**config.mk**
```make
export PLATFORM = sky130hd
export DESIGN_NAME = key_debouncer
export DESIGN_NICKNAME = d
export VERILOG_FILES = /design/src/rtl/key_debouncer_pkg.sv /design/src/rtl/key_debouncer_channel.sv /design/src/rtl/key_debouncer.sv
export SDC_FILE = /design/constraint.sdc
export NUM_CORES = 1
export LEC_CHECK = 0
export ABC_CLOCK_PERIOD_IN_PS = 6600
export CORE_MARGIN = 3
export CORE_UTILIZATION = 40
export DETAILED_ROUTE_END_ITERATION = 8
export PLACE_DENSITY_LB_ADDON = 0.15
export SYNTH_ARGS = -nofsm -noshare
export SYNTH_HDL_FRONTEND = slang
export SYNTH_SLANG_ARGS = --single-unit
```
**constraint.sdc**
```tcl
create_clock -name clk -period 6.6 [get_ports clk]
set_clock_uncertainty 0.1 [all_clocks]
set_input_delay 0.99 -clock clk [delete_from_list [all_inputs] [get_ports clk]]
set_output_delay 0.99 -clock clk [all_outputs]
set_load 0.1 [all_outputs]
```
**src/rtl/key_debouncer_pkg.sv**
```systemverilog
// Shared constants for the push-button front end:
// repeat FSM state encodings and 50 MHz default timings.
package key_debouncer_pkg;

    localparam logic [1:0] ST_IDLE   = 2'd0;
    localparam logic [1:0] ST_DELAY  = 2'd1;
    localparam logic [1:0] ST_REPEAT = 2'd2;

    localparam int DEF_DEBOUNCE_CYC     = 500000;
    localparam int DEF_REPEAT_DELAY_CYC = 25000000;
    localparam int DEF_REPEAT_RATE_CYC  = 5000000;

    function automatic int max2(input int a, input int b);
        return (a > b) ? a : b;
    endfunction

endpackage

```
**src/rtl/key_debouncer_channel.sv**
```systemverilog
// One key: two-flop synchroniser, debounce counter,
// press/release strobes and the auto-repeat FSM.
module debounce_channel
    import key_debouncer_pkg::*;
#(
    parameter int ACTIVE_LOW       = 1,
    parameter int DEBOUNCE_CYC     = DEF_DEBOUNCE_CYC,
    parameter int REPEAT_EN        = 1,
    parameter int REPEAT_DELAY_CYC = DEF_REPEAT_DELAY_CYC,
    parameter int REPEAT_RATE_CYC  = DEF_REPEAT_RATE_CYC
) (
    input  logic clk,
    input  logic reset,
    input  logic key_raw,
    output logic pressed,
    output logic press_pulse,
    output logic release_pulse,
    output logic repeat_pulse
);

    localparam logic RELEASED_RAW = (ACTIVE_LOW != 0) ? 1'b1 : 1'b0;
    localparam int   DB_W   = $clog2(DEBOUNCE_CYC + 1);
    localparam int   HOLD_W =
        $clog2(max2(REPEAT_DELAY_CYC, REPEAT_RATE_CYC) + 1);

    localparam logic [DB_W-1:0]   DB_LAST    = DB_W'(DEBOUNCE_CYC - 1);
    localparam logic [HOLD_W-1:0] DELAY_LAST = HOLD_W'(REPEAT_DELAY_CYC - 1);
    localparam logic [HOLD_W-1:0] RATE_LAST  = HOLD_W'(REPEAT_RATE_CYC - 1);

    logic              sync1;
    logic              sync2;
    logic              sync;
    logic [DB_W-1:0]   db_cnt;
    logic [HOLD_W-1:0] hold_cnt;
    logic [1:0]        state;
    logic              accept;
    logic              rise;
    logic              fall;

    assign sync   = (ACTIVE_LOW != 0) ? ~sync2 : sync2;
    // The cycle that would bring the count to DEBOUNCE_CYC commits the level.
    assign accept = (sync != pressed) && (db_cnt == DB_LAST);
    assign rise   = accept && sync;
    assign fall   = accept && !sync;

    always_ff @(posedge clk) begin
        if (reset) begin
            sync1 <= RELEASED_RAW;
            sync2 <= RELEASED_RAW;
        end else begin
            sync1 <= key_raw;
            sync2 <= sync1;
        end
    end

    always_ff @(posedge clk) begin
        if (reset) begin
            db_cnt        <= '0;
            pressed       <= 1'b0;
            press_pulse   <= 1'b0;
            release_pulse <= 1'b0;
        end else begin
            press_pulse   <= rise;
            release_pulse <= fall;
            if (sync == pressed || accept)
                db_cnt <= '0;
            else
                db_cnt <= db_cnt + 1'b1;
            if (accept)
                pressed <= sync;
        end
    end

    always_ff @(posedge clk) begin
        if (reset) begin
            state        <= ST_IDLE;
            hold_cnt     <= '0;
            repeat_pulse <= 1'b0;
        end else begin
            repeat_pulse <= 1'b0;
            if (fall) begin
                state    <= ST_IDLE;
                hold_cnt <= '0;
            end else if (rise) begin
                repeat_pulse <= 1'b1;
                hold_cnt     <= '0;
                state        <= (REPEAT_EN != 0) ? ST_DELAY : ST_IDLE;
            end else begin
                unique case (1'b1)
                    (state == ST_DELAY): begin
                        if (hold_cnt == DELAY_LAST) begin
                            repeat_pulse <= 1'b1;
                            hold_cnt     <= '0;
                            state        <= ST_REPEAT;
                        end else begin
                            hold_cnt <= hold_cnt + 1'b1;
                        end
                    end
                    (state == ST_REPEAT): begin
                        if (hold_cnt == RATE_LAST) begin
                            repeat_pulse <= 1'b1;
                            hold_cnt     <= '0;
                        end else begin
                            hold_cnt <= hold_cnt + 1'b1;
                        end
                    end
                    default: begin
                        hold_cnt <= '0;
                    end
                endcase
            end
        end
    end

endmodule

```
**src/rtl/key_debouncer.sv**
```systemverilog
// Push-button front end: N_KEYS independent debounce channels
// producing clean levels plus press/release/repeat strobes.
module key_debouncer
    import key_debouncer_pkg::*;
#(
    parameter int N_KEYS           = 4,
    parameter int ACTIVE_LOW       = 1,
    parameter int DEBOUNCE_CYC     = DEF_DEBOUNCE_CYC,
    parameter int REPEAT_EN        = 1,
    parameter int REPEAT_DELAY_CYC = DEF_REPEAT_DELAY_CYC,
    parameter int REPEAT_RATE_CYC  = DEF_REPEAT_RATE_CYC
) (
    input  logic              clk,
    input  logic              reset,
    input  logic [N_KEYS-1:0] keys_raw,
    output logic [N_KEYS-1:0] pressed,
    output logic [N_KEYS-1:0] press_pulse,
    output logic [N_KEYS-1:0] release_pulse,
    output logic [N_KEYS-1:0] repeat_pulse
);

    for (genvar i = 0; i < N_KEYS; i++) begin : g_ch
        debounce_channel #(
            .ACTIVE_LOW       (ACTIVE_LOW),
            .DEBOUNCE_CYC     (DEBOUNCE_CYC),
            .REPEAT_EN        (REPEAT_EN),
            .REPEAT_DELAY_CYC (REPEAT_DELAY_CYC),
            .REPEAT_RATE_CYC  (REPEAT_RATE_CYC)
        ) u_ch (
            .clk           (clk),
            .reset         (reset),
            .key_raw       (keys_raw[i]),
            .pressed       (pressed[i]),
            .press_pulse   (press_pulse[i]),
            .release_pulse (release_pulse[i]),
            .repeat_pulse  (repeat_pulse[i])
        );
    end

endmodule

```
; ---- Word-level counts from Yosys, hierarchy flattened
; Index checks and enable logic that the tools add are counted.
[totals]
register_bits = 208
latch_bits = 0
mem_bits_rw = 0
mem_bits_ro = 0
in_bits = 6
output_inout_bits = 16
wordCells = 164
mem_count = 0
[classes]
addsub = 8
multipliers = 0
n_div = 0
n_lt_le_gt_ge = 0
n_eq_ne = 28
shift = 0
mux = 40
bitwise = 4
n_reduce_logical = 44
[op_table]
columns = cell, count
row1 = 25-bit 2-to-1 mux, 8
row2 = 25-bit case mux with 2 select lines, 4
row3 = "25-bit by 1-bit adder with 25-bit output, second input constant", 4
row4 = "25-bit by 23-bit equality test with 1-bit output, second input constant", 4
row5 = "25-bit equality test, second input constant", 4
row6 = "19-bit by 1-bit adder with 19-bit output, second input constant", 4
row7 = "19-bit equality test, second input constant", 4
row8 = 1-bit 2-to-1 mux, 24
row9 = 2-bit AND reduction, 8
row10 = 2-bit nonzero test, 8
row11 = 2-bit OR reduction, 8
row12 = 1-bit logical AND, 12
row13 = 3-bit OR reduction, 4
row14 = "2-bit by 1-bit equality test with 1-bit output, second input constant", 4
row15 = "2-bit equality test, second input constant", 4
row16 = 1-bit case mux with 2 select lines, 4
row17 = 1-bit equality test, 4
row18 = 1-bit logical OR, 4
row19 = 1-bit != test, 4
row20 = 1-bit inverter, 4

; ---- Logic depth before layout (Yosys ltp)
; Gate-level depths: netlist of run 1.
[depth]
depth_word = 6
depth_mapped = 8
mapped_depth_nobuf = 6

; ---- Cells and area by module
; A second synthesis of run 1 with hierarchy kept.
[unflattened]
hier_cells = 1038
area_unflattened_um2 = 9321.4
[by_module_without_submodules]
columns = module, instances, cells_each, area_per_inst_um2, seq_area_each_um2
row1 = debounce_channel (g_ch[0].u_ch ...), 3, 258, 2322.2, 1041.0
row2 = debounce_channel (g_ch[3].u_ch), 1, 264, 2354.8, 1041.0

; ---- Worst setup path after synthesis of run 1
; No wires, ideal clock.
[synth_path]
kind = flip-flop to flip-flop
startpoint = register g_ch[2].u_ch.db_cnt[0]
endpoint = register g_ch[2].u_ch.hold_cnt[17]
setup_time_ns = 0.117
arrival_time_ns = 2.109
t_required_ns = 6.383
setup_slack_ns = 4.274
path_stages_with_launch = 8
n_path_buf = 1
synth_period_minus_slack_ns = 2.326
cell_sequence = dfxtp_1 > ha_1 > nand4_1 > or4_1 > nor3_1 > a2111o_1 > buf_2 > nor2_1
[synth_between]
elab_chain_len = 4
elab_cells_between_ends = 5
classes_between = 1 x eq/ne / 4 x reduce/logical
[synth_rtl]
columns = item, line
row1 = start: declaration, key_debouncer_channel.sv:33  ; logic [DB_W-1:0] db_cnt;
row2 = start signal: assignment, key_debouncer_channel.sv:68  ; db_cnt <= db_cnt + 1'b1;
row3 = 19-bit equality test *, key_debouncer_channel.sv:42  ; assign accept = (sync != pressed) && (db_cnt == DB_LAST);
row4 = 1-bit logical AND *, key_debouncer_channel.sv:42
row5 = 1-bit logical AND (on tied branches), "key_debouncer_channel.sv:44, key_debouncer_channel.sv:43"
row6 = 3-bit OR reduction (no source line) *, -
row7 = end signal: assignment, key_debouncer_channel.sv:96  ; hold_cnt <= hold_cnt + 1'b1;
row8 = end signal: assignment, key_debouncer_channel.sv:104  ; hold_cnt <= hold_cnt + 1'b1;
row9 = end: declaration, key_debouncer_channel.sv:34  ; logic [HOLD_W-1:0] hold_cnt;
; Every way passes the cells marked *; elsewhere a longest branch is shown, timed or not.
; A chain may end at the register's enable or synchronous reset.

; ---- Worst setup path after layout of run 1
[layout_path]
startpoint = register g_ch[2].u_ch.pressed
endpoint = output port pressed[2]
[layout_rtl]
columns = item, line
row1 = start: declaration, key_debouncer_channel.sv:15  ; output logic pressed,
row2 = start signal: assignment, key_debouncer_channel.sv:70  ; pressed <= sync;
row3 = end: declaration, key_debouncer.sv:16  ; output logic [N_KEYS-1:0] pressed,
; No word-level cell between the ends.

==> run summary, run 1 <==
The hold buffer count at CTS is 0, and the width of the chip is 159 um. CTS H-tree depth: 1. The via density per instance is 4.87, and the largest incremental delay on the critical path is 1190 ps. The first TritonRoute pass finished after 4 iterations.

The critical path is of the reg -> out type. In this run the clock root is driven by a sky130_fd_sc_hd__clkbuf_16. After synthesis the netlist holds a flip-flop and latch count of 208. In the synthesized netlist the dominant register cell turns out to be sky130_fd_sc_hd__dfxtp_1. Fraction of the core area covered by cells at the end of the flow: 45.8%.

Dividing total power by cell area gives a power density of 249 nW/um^2. The buffering stage count on the worst path with inverters included is 1, and the final setup TNS is 0 ps. The number of clock buffers added by TritonCTS is 25. The maximum net fanout on the critical path works out to 6. TritonCTS built the clock tree.

The smallest clock period supported by the final layout is computed as 3220 ps. Combinational logic is responsible for 1.3% of the overall power. Summing over every cut layer, the via total after detailed routing is 6,806. The floorplan has 55 rows. The critical path goes through clkdlybuf4s50_1.

The min-delay analysis places its worst path in the category reg -> reg. The die is 159 um tall. The worst setup path is captured at an output port. The routed length per instance works out to 12.0 um. The count of placed standard cells including taps was 1,357; the worst voltage drop across the vdd grid was 0.158 mV. After detailed routing, the number of remaining DRC violations is 0. The total area inside the core boundary comes to 22,800 um^2. The tools report the DRC marker count from the first detailed-route iteration as 264.

The tool flagged a number of max-cap violations equal to 0. The leakage power summed over all cells was 3.24 nW. The first element of the critical path is g_ch[2].u_ch.pressed.

The count of buffers added on input and output ports is 21. The die covers 25,100 um^2. For the worst setup path, the data arrival time is 2130 ps. Setup repair after global routing left no endpoint under its margin. The number of sinks driven by the clock tree is 208, and the register area share after synthesis is 44.7%. The cell type with the largest total area after synthesis is sky130_fd_sc_hd__dfxtp_1. From synthesis to final layout, the design area changed by 12.0%. Each instance of the synthesized netlist takes up on average 8.73 um^2.

The synthesized cell area is 9310 um^2, and the switching component of the power is 0.000520 W. In this run, the clock network consumes 49.9% of the power. Detailed placement ended at an HPWL of 11,400 um. The run gives 0 as the final count of hold timing violations.

The post-synthesis async set-or-reset flop share works out to 0%. The run finished with clean final reports. For this run, the total global-route usage over all layers was measured as 13.6%. The initial antenna violation count was 0; the worst endpoint required time was 5510 ps. The number of flops mapped to enable cells by yosys was 0. The tools report the part of the power in registers as 48.8%.

Synthesis produced a netlist with a net count of 1,088. The residual antenna-violating net count after detailed routing is 0, and the global route total overflow is 0. In the final design database the tool counted 1,093 nets. The synthesized design devotes to its leading area cell type 44.7% of total area.

The number of cells produced by synthesis was 1,066; the overall power after layout was 0.00259 W. At the pin with the least slew margin, the transition time is 1090 ps. The final critical path takes up 48.8% of the cycle. The number of standard cells in the final layout excluding fillers came out at 1,397. The largest individual stage delay along the critical path comes from the cell sky130_fd_sc_hd__clkdlybuf4s50_1. After synthesis, the netlist uses 51 different library cells.

The via count of the first global-routing pass was 6,320. Entering global routing, the biggest net connects 36 pins. Wires add up to 16,800 um. Sorting the synthesized cells by area gives the leading types as sky130_fd_sc_hd__dfxtp_1 45%, sky130_fd_sc_hd__nor2_1 8.8%, sky130_fd_sc_hd__xor2_1 7.7%.

STA classifies the critical path startpoint as a register. The logs give 500 ps for the clock insertion delay at the later pin of the skew report and 0.00207 W for the internal power consumption. The startpoint identified for the worst register-to-register timing path is g_ch[2].u_ch.db_cnt[0]. The number of antenna diodes in the final layout is 0. The tools report the startpoint of the lowest-slack hold path as g_ch[0].u_ch.sync1.

After clock tree synthesis, the clock-pin slew on the worst setup and hold paths is 60 ps. Gates resized during post-CTS repair numbered 0. No sink is reached through more buffers than the 3 on the longest clock path.

The switching power share of the total is 20.1%, and the effective utilization at floorplan is 40.9%. Final-report max-slew violation count: 0. The maximum frequency from static timing analysis came out at 0.311 GHz.

In this run the post-CTS setup repair buffer count came out at 0. For the number of top-level pins, the log shows 22. The run gives 0.783 as the final weighted congestion of routability-driven global placement.

The normalized max-slew margin was 27.0%; the final-report setup violation count was 0. The count of warnings emitted by yosys was 0. On the critical path the largest part of the delay comes from buffers and inverters. In the final layout, the share of cells above drive strength 1 is 4.80%.

The first global-routing pass estimated 29,400 um of wire.
-- through the flow --
stage,setup WS (ps),cell area (um^2),hold slack (ps)
detailed placement,3630,9650,297
finish,3380,10400,299
global route,3300,10400,312
global placement,3670,9650,298
floorplan,4270,9310,289
CTS,3330,10400,301
-- area by class of cell --
class	instances	area (um^2)
clock inverters	6	82.6
multi-input cells	777	4740
fillers	2251	12400
flip-flops and latches	208	4160
well taps	313	392
repair buffers	22	218
clock buffers	34	689
inverters	37	139
-- Yosys cell counts, types with 2 or more instances --
master                       n
sky130_fd_sc_hd__a211oi_1    4
sky130_fd_sc_hd__a21o_1      3
sky130_fd_sc_hd__a21oi_1     4
sky130_fd_sc_hd__a31o_2      2
sky130_fd_sc_hd__a31oi_1     3
sky130_fd_sc_hd__and2_1     11
sky130_fd_sc_hd__and3_1     28
sky130_fd_sc_hd__and4_1     15
sky130_fd_sc_hd__buf_1       2
sky130_fd_sc_hd__buf_2      10
sky130_fd_sc_hd__buf_4      16
sky130_fd_sc_hd__buf_6       4
sky130_fd_sc_hd__clkbuf_1   12
sky130_fd_sc_hd__dfxtp_1   208
sky130_fd_sc_hd__ha_1       16
sky130_fd_sc_hd__inv_1      37
sky130_fd_sc_hd__nand2_1    63
sky130_fd_sc_hd__nand3_1    74
sky130_fd_sc_hd__nand4_1    36
sky130_fd_sc_hd__nand4b_1    5
sky130_fd_sc_hd__nor2_1    218
sky130_fd_sc_hd__nor2b_1     3
sky130_fd_sc_hd__nor3_1     31
sky130_fd_sc_hd__nor4_1     21
sky130_fd_sc_hd__nor4b_1     7
sky130_fd_sc_hd__nor4bb_1    6
sky130_fd_sc_hd__o21a_1      7
sky130_fd_sc_hd__o21ai_0     8
sky130_fd_sc_hd__o221ai_4    2
sky130_fd_sc_hd__o32ai_1     2
sky130_fd_sc_hd__or2_2      10
sky130_fd_sc_hd__or3_1       7
sky130_fd_sc_hd__or4_1      11
sky130_fd_sc_hd__or4bb_1     2
sky130_fd_sc_hd__xnor2_1    81
sky130_fd_sc_hd__xor2_1     82
-- state kept, by name (all words and copies together) (netlist names) --
name                     count
g_ch.u_ch.press_pulse        4
g_ch.u_ch.hold_cnt         100
g_ch.u_ch.repeat_pulse       4
g_ch.u_ch.db_cnt            76
g_ch.u_ch.sync2              4
g_ch.u_ch.state              8
g_ch.u_ch.pressed            4
g_ch.u_ch.sync1              4
g_ch.u_ch.release_pulse      4
-- per-layer routing --
layer | track usage, % | routed length [um]
met1 | 19.2 | 8670
met2 | 21.5 | 7320
met3 | 2.58 | 474
met4 | 3.15 | 310
met5 | 0 | 0
-- kinds of logic (layout without fill, tap and decap cells) --
group	after synthesis	count (layout)	share of synthesized area, %
AOI/OAI and AO/OA	43	43	3.70
DFF	208	208	44.7
and+or+nand+nor	555	555	29.7
buffers and inverters	81	99	4.37
adders and majority gates	16	16	2.15
xor gates and xnor gates	163	163	15.3
-- power groups by stage --
| stage | sequential, W | combinational [W] | clock [W] |
|---|---|---|---|
| after floorplan | 0.00129 | 0.0000266 | 0 |
| after global placement | 0.00129 | 0.0000344 | 0 |
| after detailed placement | 0.00129 | 0.0000344 | 0 |
| after CTS | 0.00127 | 0.0000346 | 0.00135 |
| after global routing | 0.00127 | 0.0000390 | 0.00140 |
| final | 0.00127 | 0.0000335 | 0.00129 |
-- layout by cell type (no fill, tap or decap), types with 25 or more instances in the layout --
| cell type | instances |
|---|---|
| sky130_fd_sc_hd__xor2_1 | 82 |
| sky130_fd_sc_hd__dfxtp_1 | 208 |
| sky130_fd_sc_hd__xnor2_1 | 81 |
| sky130_fd_sc_hd__nor2_1 | 218 |
| sky130_fd_sc_hd__nand3_1 | 74 |
| sky130_fd_sc_hd__nand2_1 | 63 |
| sky130_fd_sc_hd__nand4_1 | 36 |
| sky130_fd_sc_hd__and3_1 | 28 |
| sky130_fd_sc_hd__clkbuf_16 | 25 |
| sky130_fd_sc_hd__nor3_1 | 31 |
| sky130_fd_sc_hd__inv_1 | 37 |
-- final timing paths --
check | to | cells after the start | slack [ps]
setup reg to reg | g_ch[2].u_ch.hold_cnt[18] | 6 | 3720
hold / removal | g_ch[0].u_ch.sync2 | 1 | 300
hold reg to reg | g_ch[0].u_ch.sync2 | 1 | 300
setup / recovery | pressed[2] | 1 | 3380
No activity file was read; power rests on OpenSTA's default activity.
==> run 2: changes to the inputs <==
--- a/config.mk
+++ b/config.mk
@@ -5,7 +5,7 @@
 export SDC_FILE = /design/constraint.sdc
 export NUM_CORES = 1
 export LEC_CHECK = 0
-export ABC_CLOCK_PERIOD_IN_PS = 6600
+export ABC_CLOCK_PERIOD_IN_PS = 2700
 export CORE_MARGIN = 3
 export CORE_UTILIZATION = 40
 export DETAILED_ROUTE_END_ITERATION = 8
==> constraint.sdc (replaced) <==
create_clock -name clk -period 2.7 [get_ports clk]
set_clock_uncertainty 0.1 [all_clocks]
set_input_delay 0.405 -clock clk [delete_from_list [all_inputs] [get_ports clk]]
set_output_delay 0.405 -clock clk [all_outputs]
set_load 0.1 [all_outputs]
==> run 2 against run 1 <==
- global-route usage increased by 0.13 points
- worst setup slack worse by 3100 ps
- sequential share of layout area fell by 0.54 points
- clock power up 140%
- non-clock buffer count grew 16
- via count grew 0.24%
- first-iteration DRC count down 9.1%
- largest cell class unchanged
- highest routed layer unchanged
==> run summary, run 2 (synthesized netlist as in run 1, its figures left out) <==
The flow ran to the end, and the final reports show no timing, DRC or antenna violations. The run gives 13.7% (was 13.6%) as the global-route usage over all layers. The tools report the kind of launch point of the worst setup path as a register (unchanged). The cell depth of the worst hold path was 1 (unchanged); the clock group share of total power was 49.8% (was 49.9%). Final count of hold timing violations: 0 (unchanged).

Final hold slack: 307 ps (was 299 ps). The classification of the worst-slack hold path was reg -> reg (unchanged). The die height is 159 um (unchanged), and the initial antenna violation count is 0 (unchanged). The run gives 0 (unchanged) as the hold buffer count at CTS. Startpoint of the worst-slack reg-to-reg timing path: g_ch[2].u_ch.db_cnt[0] (unchanged). The number of standard cells in the final layout excluding fillers was 1,416 (was 1,397); the effective utilization at floorplan was 40.9% (unchanged).

The logs give 16,900 um (was 16,800 um) for the total routed wirelength and 0.421 GHz for the maximum frequency from static timing analysis. The combinational group share of total power was 1.4% (was 1.3%); the switching component of the power was 0.00127 W (was 0.000520 W). The cell with the biggest individual delay on the critical path is sky130_fd_sc_hd__or4_1 (was sky130_fd_sc_hd__clkdlybuf4s50_1).

The critical path endpoint category is a register (was an output port). The tools report the cell row count as 55 (unchanged). The number of optimization iterations in the first detailed-route pass is 4 (unchanged), and the depth of the worst register-to-register path is 7 (was 6). The worst endpoint required time is 2970 ps (was 5510 ps). The width of the chip is 159 um (unchanged), and the number of DRC violations after detailed routing is 0 (unchanged). The count of placed standard cells including taps was 1,373 (was 1,357).

CTS H-tree depth: 1 (unchanged). The post-CTS resize count was 0 (unchanged); the final-report setup violation count was 0 (unchanged). For the max capacitance violation total, the log shows 0 (unchanged). The relative area change from synthesis to final layout came out at 13.5% (was 12.0%). The tools report the cell at the root of the clock tree as sky130_fd_sc_hd__clkbuf_16 (unchanged). The normalized max-slew margin was 57.5% (was 27.0%); the clock-pin slew on the worst setup and hold paths was 60 ps (about the same). Most frequent standard cell in the layout excluding fill and tap cells: sky130_fd_sc_hd__nor2_1 (unchanged).

The number of clock buffers inserted by TritonCTS was 25 (unchanged); the number of top-level pins was 22 (unchanged). The half-perimeter wire length after placement is 11,500 um (was 11,400 um), and the share of the clock period used by the worst path after layout is 88.0%. The final design instance area without fill was 10,600 um^2 (was 10,400 um^2); the final-report max-slew violation count was 0 (unchanged).

The run gives 208 (unchanged) as the number of sinks driven by the clock tree. The kind of critical path is reg -> reg (was reg -> out). The number of buffers between clock root and the deepest sink was 3 (unchanged). The switching power share of the total is 20.0% (was 20.1%), and the fraction of layout cells with a size suffix above 1 is 7.98% (was 4.80%). The capture point of the worst reg-to-reg path was g_ch[2].u_ch.hold_cnt[2] (was g_ch[2].u_ch.hold_cnt[18]). The leakage power summed over all cells was 3.38 nW (was 3.24 nW). The count of buffers from port buffering works out to 21 (unchanged).

TritonCTS built the clock tree. Largest registers: g_ch.u_ch.hold_cnt (100), g_ch.u_ch.db_cnt (76), g_ch.u_ch.state (8) (unchanged). The buffering stage count on the worst path with inverters included was 1 (unchanged); the placed standard-cell area was 9770 um^2 (was 9650 um^2). The final weighted congestion of routability-driven global placement was 0.743 (was 0.783); the residual antenna-violating net count after detailed routing was 0 (unchanged). The slew at the pin closest to its max-slew limit is 632 ps (was 1090 ps). Setup repair after global routing left no endpoint under its margin. The critical path data arrival time came out at 2650 ps (was 2130 ps). The global-route wire length before repair came out at 29,900 um (was 29,400 um). The floorplan core area is 22,800 um^2 (unchanged), and the power density normalized to cell area is 601 nW/um^2 (was 249 nW/um^2). The total vias in the final route was 6,822 (was 6,806). The final setup TNS was 0 ps (unchanged); the area enclosed by the die boundary was 25,100 um^2 (unchanged).

The flip-flop count of the largest register after layout was 100 (unchanged); the internal power consumption was 0.00508 W (was 0.00207 W). The antenna cell count was 0 (unchanged). CP cell instances: ha_1, nand4_1, or4_1, nor3_1, a2111o_1, buf_4, nor2_1 (was clkdlybuf4s50_1).

The maximum net fanout on the critical path was 25 (was 6). The tools report the startpoint of the lowest-slack hold path as g_ch[0].u_ch.sync1 (unchanged). Commonest non-fill, non-tap cells in the layout: 218 x sky130_fd_sc_hd__nor2_1, 208 x sky130_fd_sc_hd__dfxtp_1, 82 x sky130_fd_sc_hd__xor2_1 (unchanged).

The largest incremental delay on the critical path came out at 580 ps (was 1190 ps). The global route total overflow came out at 0 (unchanged). Number of nets in the finished design: 1,109 (was 1,093).

The critical path's top delay family is simple AND/OR/NAND/NOR gates (was buffers and inverters). The minimum clock period was 2380 ps. The overall power after layout came out at 0.00635 W (was 0.00259 W).

The DRC marker count from the first detailed-route iteration was 240 (was 264). For the maximum number of pins on one net before global-route repair, the log shows 36 (unchanged). The via density per instance was 4.82 (was 4.87); the clock insertion delay at the later pin of the skew report was 490 ps (was 500 ps).

The minimum setup slack among reg-to-reg paths is 320 ps (was 3720 ps), and the total of fill cells in the finished design is 2,253 (was 2,251). The register with the most flip-flops was g_ch.u_ch.hold_cnt (unchanged). The via count of the first global-routing pass is 6,510 (was 6,320), and the routed length per instance is 12.0 um (about the same).

Destination of the worst hold path: g_ch[0].u_ch.sync2 (unchanged). The tools report the part of the power in registers as 48.8% (about the same). Worst voltage drop across the vdd grid: 0.373 mV (was 0.158 mV).

For the buffers inserted during post-CTS setup optimization, the log shows 0 (unchanged).
==> run 2: cell types whose count changed in the layout (fill, tap and decap cells not counted), sizes merged <==
cell	before	now
buf	1	33
bufinv	2	0
clkbuf	34	40
clkdlybuf4s50	21	5
clkinvlp	1	0
==> run 2: final cells by class <==
cell class                 instances  area, um^2  area share [%]
inverter                          37         139            1.31
timing repair buffer              38         335            3.17
clock buffer                      40         782            7.40
sequential                       208        4160            39.4
clock inverter                     3        15.0           0.142
tap                              313         392            3.71
multi-input combinational        777        4740            44.9
==> run 2: metal layers <==
metal	track usage, %	vias up	part of all wire [%]
li1	-	3644	-
met5	0	-	0
met1	19.3	3117	53
met4	3.03	0	1.3
met3	2.72	19	3.3
met2	21.8	42	42
==> run 2: power groups by stage <==
stage	Clock, W	Combinational [W]	Sequential, W
finish	0.00316	0.0000907	0.00310
floorplan	0	0.0000650	0.00316
global placement	0	0.0000924	0.00316
global route	0.00342	0.000103	0.00309
CTS	0.00329	0.0000928	0.00309
detailed placement	0	0.0000921	0.00316
==> run 2: worst max path at each step <==
stage / start / depth (start not counted) / slack (ps) / to
2_1_floorplan: g_ch[2].u_ch.db_cnt[0] / 7 / 370 / g_ch[2].u_ch.hold_cnt[17]
3_3_place_gp: g_ch[2].u_ch.db_cnt[0] / 7 / 400 / g_ch[2].u_ch.hold_cnt[21]
3_5_place_dp: g_ch[2].u_ch.db_cnt[0] / 7 / 300 / g_ch[2].u_ch.hold_cnt[9]
4_1_cts: g_ch[2].u_ch.db_cnt[0] / 7 / 290 / g_ch[2].u_ch.hold_cnt[2]
5_1_grt: g_ch[2].u_ch.db_cnt[0] / 7 / 100 / g_ch[2].u_ch.hold_cnt[23]
6_report: g_ch[2].u_ch.db_cnt[0] / 7 / 320 / g_ch[2].u_ch.hold_cnt[2]
==> run 2: stage by stage <==
step                      setup WS (ps)  utilization [%]
after floorplan                     374                -
after global placement              401             42.9
final                               324             46.4
after CTS                           285             46.4
after detailed placement            301             42.9
after global routing               98.6             46.4
==> RTL edit 1: new RTL, flow settings as in run 1 <==
Register the output `press_pulse`; this adds one clock of latency there. The other outputs are not delayed to match.
--- a/src/rtl/key_debouncer.sv
+++ b/src/rtl/key_debouncer.sv
@@ -19,6 +19,8 @@
     output logic [N_KEYS-1:0] repeat_pulse
 );
 
+    logic [N_KEYS-1:0] press_pulse_d;
+
     for (genvar i = 0; i < N_KEYS; i++) begin : g_ch
         debounce_channel #(
             .ACTIVE_LOW       (ACTIVE_LOW),
@@ -31,11 +33,15 @@
             .reset         (reset),
             .key_raw       (keys_raw[i]),
             .pressed       (pressed[i]),
-            .press_pulse   (press_pulse[i]),
+            .press_pulse   (press_pulse_d[i]),
             .release_pulse (release_pulse[i]),
             .repeat_pulse  (repeat_pulse[i])
         );
     end
 
+    always_ff @(posedge clk) begin
+        press_pulse <= press_pulse_d;
+    end
+
 endmodule
 
Behaviour: same outputs for any inputs over 4 cycles, from zero or initial values and one cycle with reset high; that may be too few to reach the edited logic, so the function may still have changed.
==> RTL edit 1 against run 1 <==
  * Design area is 1.8% higher
  * Synthesized cell count is 0.19% lower
  * Critical path depth stayed put
  * Setup slack worse by 0.023 ns
  * Routed wire length is 4.3% higher
  * Fmax is 0.70% lower
  * Global-route usage is 0.17 points higher
  * Sequential cell count is 4 higher
  * Via count is 2.0% higher
  * Area after synthesis is 0.91% higher
  * Critical endpoint unchanged
  * Largest cell class unchanged
  * Highest routed layer unchanged
Power is not compared: it rests on default switching activity, and its combinational part moved more than twofold at a synthesized area within 25%.
==> RTL edit 1: results (changes against run 1) <==
** Clock tree
- At the later pin of the worst-skew pair, clock insertion delay measures 0.51 ns.
- The tree is rooted in a sky130_fd_sc_hd__clkbuf_16.

** Route
- The number of vias per cell after detailed routing came to 4.95 (+1.7%).
- Post-detailed-routing wire length :: 17.5 mm (+4.3%)
- Starting DRC count in detailed routing :: 310 (+17%)
- The met1 routed wirelength after detailed routing was 8.58 mm (-1.0%).
- Met3 WL post-DR :: 736 µm (+55%)

** Placement
- Last weighted congestion value of the routability-driven placer :: 0.765 (-2.3%)
- DP Wirelength :: 11.7 mm (+3.3%)
- The worst slack at placement was 3.48 ns (-0.147 ns).

** Setup path
- Top delay family on crit path :: buffers and inverters
- The worst reg-to-reg setup slack was 3.56 ns (-0.16 ns).
- The largest fanout of any net on the critical path is 5 (-1).

** Synthesis
- By count the netlist is led by sky130_fd_sc_hd__dfxtp_1 (212), sky130_fd_sc_hd__nor2_1 (190), sky130_fd_sc_hd__xor2_1 (100), sky130_fd_sc_hd__nand3_1 (74), sky130_fd_sc_hd__nand2_1 (67).
- Number of synthesis warnings :: 0 (unchanged)
- After synthesis, the cell types taking the most area are sky130_fd_sc_hd__dfxtp_1 (45%), sky130_fd_sc_hd__xor2_1 (9.3%), sky130_fd_sc_hd__nor2_1 (7.6%), sky130_fd_sc_hd__xnor2_1 (6.0%), sky130_fd_sc_hd__nand3_1 (3.9%).
- Post-synthesis sequential area ratio :: 45.2% (+0.45 points)
- The number of distinct library cells after synthesis is 55 (+7.8%).
- Net Count, Synth :: 1086 (-0.18%)

** Cells and area
- Fillers :: 2285 (+1.5%)
- Share of post-route cells with drive strength above 1 :: 6.80% (+2.0 points)

** STA
- The minimum clock period after layout was 3.24 ns (+0.0227 ns).
- Worst Tran Pin Value :: 1.16 ns (+0.0636 ns)

** Outcome
- Outcome :: completed

** GRT
- The overall routing resource usage was 13.7% (+0.17 points).
- GRT met2 Usage :: 22.8% (+1.3 points)
- The largest net degree at the start of global routing is 31 (-14%).
- The met1 usage in global routing is 18.4% (-0.82 points).
- Global-route wire length before repair :: 30.7 mm (+4.3%)

** Worst hold path
- Cell depth of the worst min-delay path :: 0 (-1)
RTL edit 1: cell types whose count changed in the layout (fill, tap and decap cells not counted), moves of 4 or more:
cell | before | now
sky130_fd_sc_hd__and4_1 | 15 | 10
sky130_fd_sc_hd__and2_1 | 11 | 4
sky130_fd_sc_hd__nor2_1 | 218 | 190
sky130_fd_sc_hd__xor2_1 | 82 | 100
sky130_fd_sc_hd__nor2_2 | 0 | 20
sky130_fd_sc_hd__o21ai_0 | 8 | 4
sky130_fd_sc_hd__nand2_1 | 63 | 67
sky130_fd_sc_hd__xnor2_1 | 81 | 64
sky130_fd_sc_hd__dfxtp_1 | 208 | 212
sky130_fd_sc_hd__and3_1 | 28 | 38
sky130_fd_sc_hd__nand4_1 | 36 | 45
sky130_fd_sc_hd__inv_1 | 37 | 31
RTL edit 1: cells by family (layout without fill, tap and decap cells):
logic type	after synthesis	count (layout)	synth area share [%]
xor+xnor	164	164	15.3
buf+inv	72	96	3.70
simple gates	565	565	30.7
compound gates	35	35	2.98
flops	212	212	45.2
fa+ha+maj	16	16	2.13
RTL edit 1: metrics by stage:
stage | instances | instance area, µm² | power (mW) | util (%) | hold slack (ns)
global placement | 1358 | 9770 | 1.33 | 42.8 | 0.212
CTS | 1401 | 10600 | 2.74 | 46.5 | 0.225
detailed placement | 1358 | 9770 | 1.33 | 42.8 | 0.212
floorplan | 1064 | 9400 | 1.32 | - | 0.210
global route | 1401 | 10600 | 2.79 | 46.5 | 0.231
finish | 1401 | 10600 | 2.69 | 46.5 | 0.225
RTL edit 1: layout make-up:
| cell class | instances | area share (%) |
|---|---|---|
| Multi-Input combinational cell | 780 | 45.3 |
| Tap cell | 313 | 3.69 |
| Clock inverter | 6 | 1.01 |
| Clock buffer | 37 | 6.89 |
| Sequential cell | 212 | 40.0 |
| Inverter | 31 | 1.10 |
| Timing Repair Buffer | 22 | 2.05 |
RTL edit 1: final timing paths:
kind                               endpoint                      start
setup / recovery                 pressed[2]       g_ch[2].u_ch.pressed
hold / removal               press_pulse[2]   g_ch[2].u_ch.press_pulse
setup reg to reg  g_ch[3].u_ch.hold_cnt[22]  g_ch[3].u_ch.hold_cnt[10]
hold reg to reg              press_pulse[2]   g_ch[2].u_ch.press_pulse
RTL edit 1: power by group through the flow:
stage          combinational (mW)  sequential [mW]  clock (mW)
2_1_floorplan             0.00988             1.31           0
3_3_place_gp               0.0165             1.31           0
3_5_place_dp               0.0165             1.31           0
4_1_cts                    0.0166             1.28        1.44
5_1_grt                    0.0183             1.28        1.49
6_report                   0.0162             1.29        1.39
==> RTL edit 2: new RTL, config.mk and constraints of run 1 <==
Made on the original files. `REPEAT_EN` is set to 1 in 2 places; all go to 0.
--- a/src/rtl/key_debouncer_channel.sv
+++ b/src/rtl/key_debouncer_channel.sv
@@ -5,7 +5,7 @@
 #(
     parameter int ACTIVE_LOW       = 1,
     parameter int DEBOUNCE_CYC     = DEF_DEBOUNCE_CYC,
-    parameter int REPEAT_EN        = 1,
+    parameter int REPEAT_EN        = 0,
     parameter int REPEAT_DELAY_CYC = DEF_REPEAT_DELAY_CYC,
     parameter int REPEAT_RATE_CYC  = DEF_REPEAT_RATE_CYC
 ) (
--- a/src/rtl/key_debouncer.sv
+++ b/src/rtl/key_debouncer.sv
@@ -6,7 +6,7 @@
     parameter int N_KEYS           = 4,
     parameter int ACTIVE_LOW       = 1,
     parameter int DEBOUNCE_CYC     = DEF_DEBOUNCE_CYC,
-    parameter int REPEAT_EN        = 1,
+    parameter int REPEAT_EN        = 0,
     parameter int REPEAT_DELAY_CYC = DEF_REPEAT_DELAY_CYC,
     parameter int REPEAT_RATE_CYC  = DEF_REPEAT_RATE_CYC
 ) (
Formal check against the unedited RTL: no difference found for any inputs over 4 cycles, from zero or initial values and one cycle with reset high; that may be too few to reach the edited logic, so the function may still have changed.
==> RTL edit 2 against run 1 <==
  * Setup slack better by 0.24 ns
  * Area after synthesis down 54%
  * Routed wire length down 53%
  * Critical path depth unchanged
  * Sequential cell count down 108
  * Total power down 61%
  * Synthesized cell count down 55%
  * Core utilization down 0.67 points
  * Non-clock buffer count down 1
  * Die area down 52%
  * First-iteration DRC count down 45%
  * Design area down 55%
  * Register-to-register slack better by 0.44 ns
  * Critical path type unchanged
==> RTL edit 2: results (changes against run 1) <==
** Outcome
- The run finished with clean final reports.

** Synthesis
- Net Count, Synth :: 493 (-55%)
- The complex-gate fraction of the synthesized area came to 4.99% (+1.3 points).
- Synth unique cells :: 44 (-14%)
- The post-synthesis mux area share was 0.232% (+0.23 points).
- Post-synth top cells :: sky130_fd_sc_hd__dfxtp_1 (100), sky130_fd_sc_hd__nor2_1 (79), sky130_fd_sc_hd__xnor2_1 (33), sky130_fd_sc_hd__nand4_1 (26)
- Parity-gate share of the synthesized area counting xor and xnor cells :: 11.8% (-3.5 points)
- The number of register bits inferred by synthesis is 100 (-52%).
- Adder-cell area share of the yosys netlist :: 1.16% (-0.99 points)

** Cells and area
- Total number of multi-input combinational cells :: 342 (-56%)
- The number of flip-flops in the largest register was 76 (-24%).
- The number of inverters outside the clock class in the layout is 12 (-68%).
- The non-clock buffer instance count of the final layout came to 21 (-4.5%).
- Counting flops per register, the top entry is g_ch.u_ch.db_cnt.
- Fillers :: 1048 (-53%)
- Area occupied by multi-input gates :: 0.00208 mm² (-56%)
- The number of nets at the end of the flow is 496 (-55%).
- Non-clock buffer contribution to total cell area :: 4.48% (+2.4 points)
- Number of clock-tree buffers in the layout :: 9 (-74%)
- The fraction of area in clock buffers and inverters is 4.05% (-3.4 points).
- The sequential portion of the cell area came to 42.6% (+2.7 points).
- The fraction of layout cells with a size suffix above 1 came to 7.55% (+2.8 points).

** Route
- Starting DRC count in detailed routing :: 144 (-45%)
- The sum of met2 wire segment lengths after detailed routing is 3.64 mm (-50%).
- The post-route antenna net violation count came to 0 (unchanged).
- Met1 Routed Length :: 3.90 mm (-55%)
- Post-detailed-routing wire length :: 7.82 mm (-53%)
- Met3 WL post-DR :: 241 µm (-49%)

** Clock tree
- The insertion delay of the later-clocked pin in the worst-skew pair was 0.35 ns (-0.15 ns).
- Clock transition at the registers of the reported paths :: 0.09 ns (+0.03 ns)
- Clock root buffer master :: sky130_fd_sc_hd__clkbuf_8
- The count of H-tree levels built during CTS was 3 (+2).
- Maximum clock path buffer count :: 2 (-1)

** GRT
- Initial antenna violation count :: 0 (unchanged)
- Met3 layer usage reported by global route :: 4.23% (+1.6 points)
- Number of global-route vias before repair :: 3036 (-52%)
- The overall routing resource usage came to 14.4% (+0.81 points).
- Largest net degree at the start of global routing :: 21 (-42%)
- Grt met1 use :: 19.0% (-0.25 points)
- Global-route wire length before repair :: 14.0 mm (-52%)

** Placement
- The detailed placer's ending HPWL came to 5.43 mm (-52%).
- Worst setup timing slack at the placement stage :: 3.54 ns (-0.0943 ns)

** Setup path
- The largest fanout of any net on the critical path came to 3 (-3).
- The biggest cell delay along the critical path is 1.16 ns (-0.03 ns).

** STA
- The slew of the pin with the lowest slew margin was 1.06 ns (-0.0314 ns).

** Power
- The total leakage power was 1.39 nW (-57%).
- The maximum resistive drop on vdd is 0.0945 mV (-40%).
RTL edit 2: changes by cell type after synthesis, moves of 10 or more:
cell	change
sky130_fd_sc_hd__xor2_1	-57
sky130_fd_sc_hd__nand2_1	-38
sky130_fd_sc_hd__nor3_1	-13
sky130_fd_sc_hd__ha_1	-12
sky130_fd_sc_hd__and3_1	-22
sky130_fd_sc_hd__a21oi_1	+11
sky130_fd_sc_hd__nand4_1	-10
sky130_fd_sc_hd__nor2_1	-139
sky130_fd_sc_hd__nand3_1	-49
sky130_fd_sc_hd__xnor2_1	-48
sky130_fd_sc_hd__inv_1	-25
sky130_fd_sc_hd__dfxtp_1	-108
RTL edit 2: per-stage QoR:
stage                     power (mW)  std cells  cell area [µm²]
after floorplan                0.631        483             4310
after global placement         0.636        611             4510
after detailed placement       0.637        611             4510
after CTS                       1.02        626             4700
after global routing            1.04        626             4700
final                          0.999        626             4700
RTL edit 2: path summary, 6_finish.rpt:
kind,from,to,slack (ns),depth (start not counted)
worst max-delay path,g_ch[1].u_ch.pressed,pressed[1],3.62,1
worst min-delay path,g_ch[1].u_ch.sync1,g_ch[1].u_ch.sync2,0.31,1
worst max register to register,g_ch[0].u_ch.db_cnt[0],g_ch[0].u_ch.db_cnt[10],4.16,4
worst min register to register,g_ch[1].u_ch.sync1,g_ch[1].u_ch.sync2,0.31,1
RTL edit 2: where the power goes:
| group | total (mW) | internal [mW] | switching [mW] | leakage, nW |
|---|---|---|---|---|
| Combinational | 0.0141 | 0.00609 | 0.00796 | 0.482 |
| Sequential | 0.608 | 0.606 | 0.00226 | 0.807 |
| Clock | 0.377 | 0.174 | 0.203 | 0.0990 |
| Total | 0.999 | 0.786 | 0.213 | 1.39 |
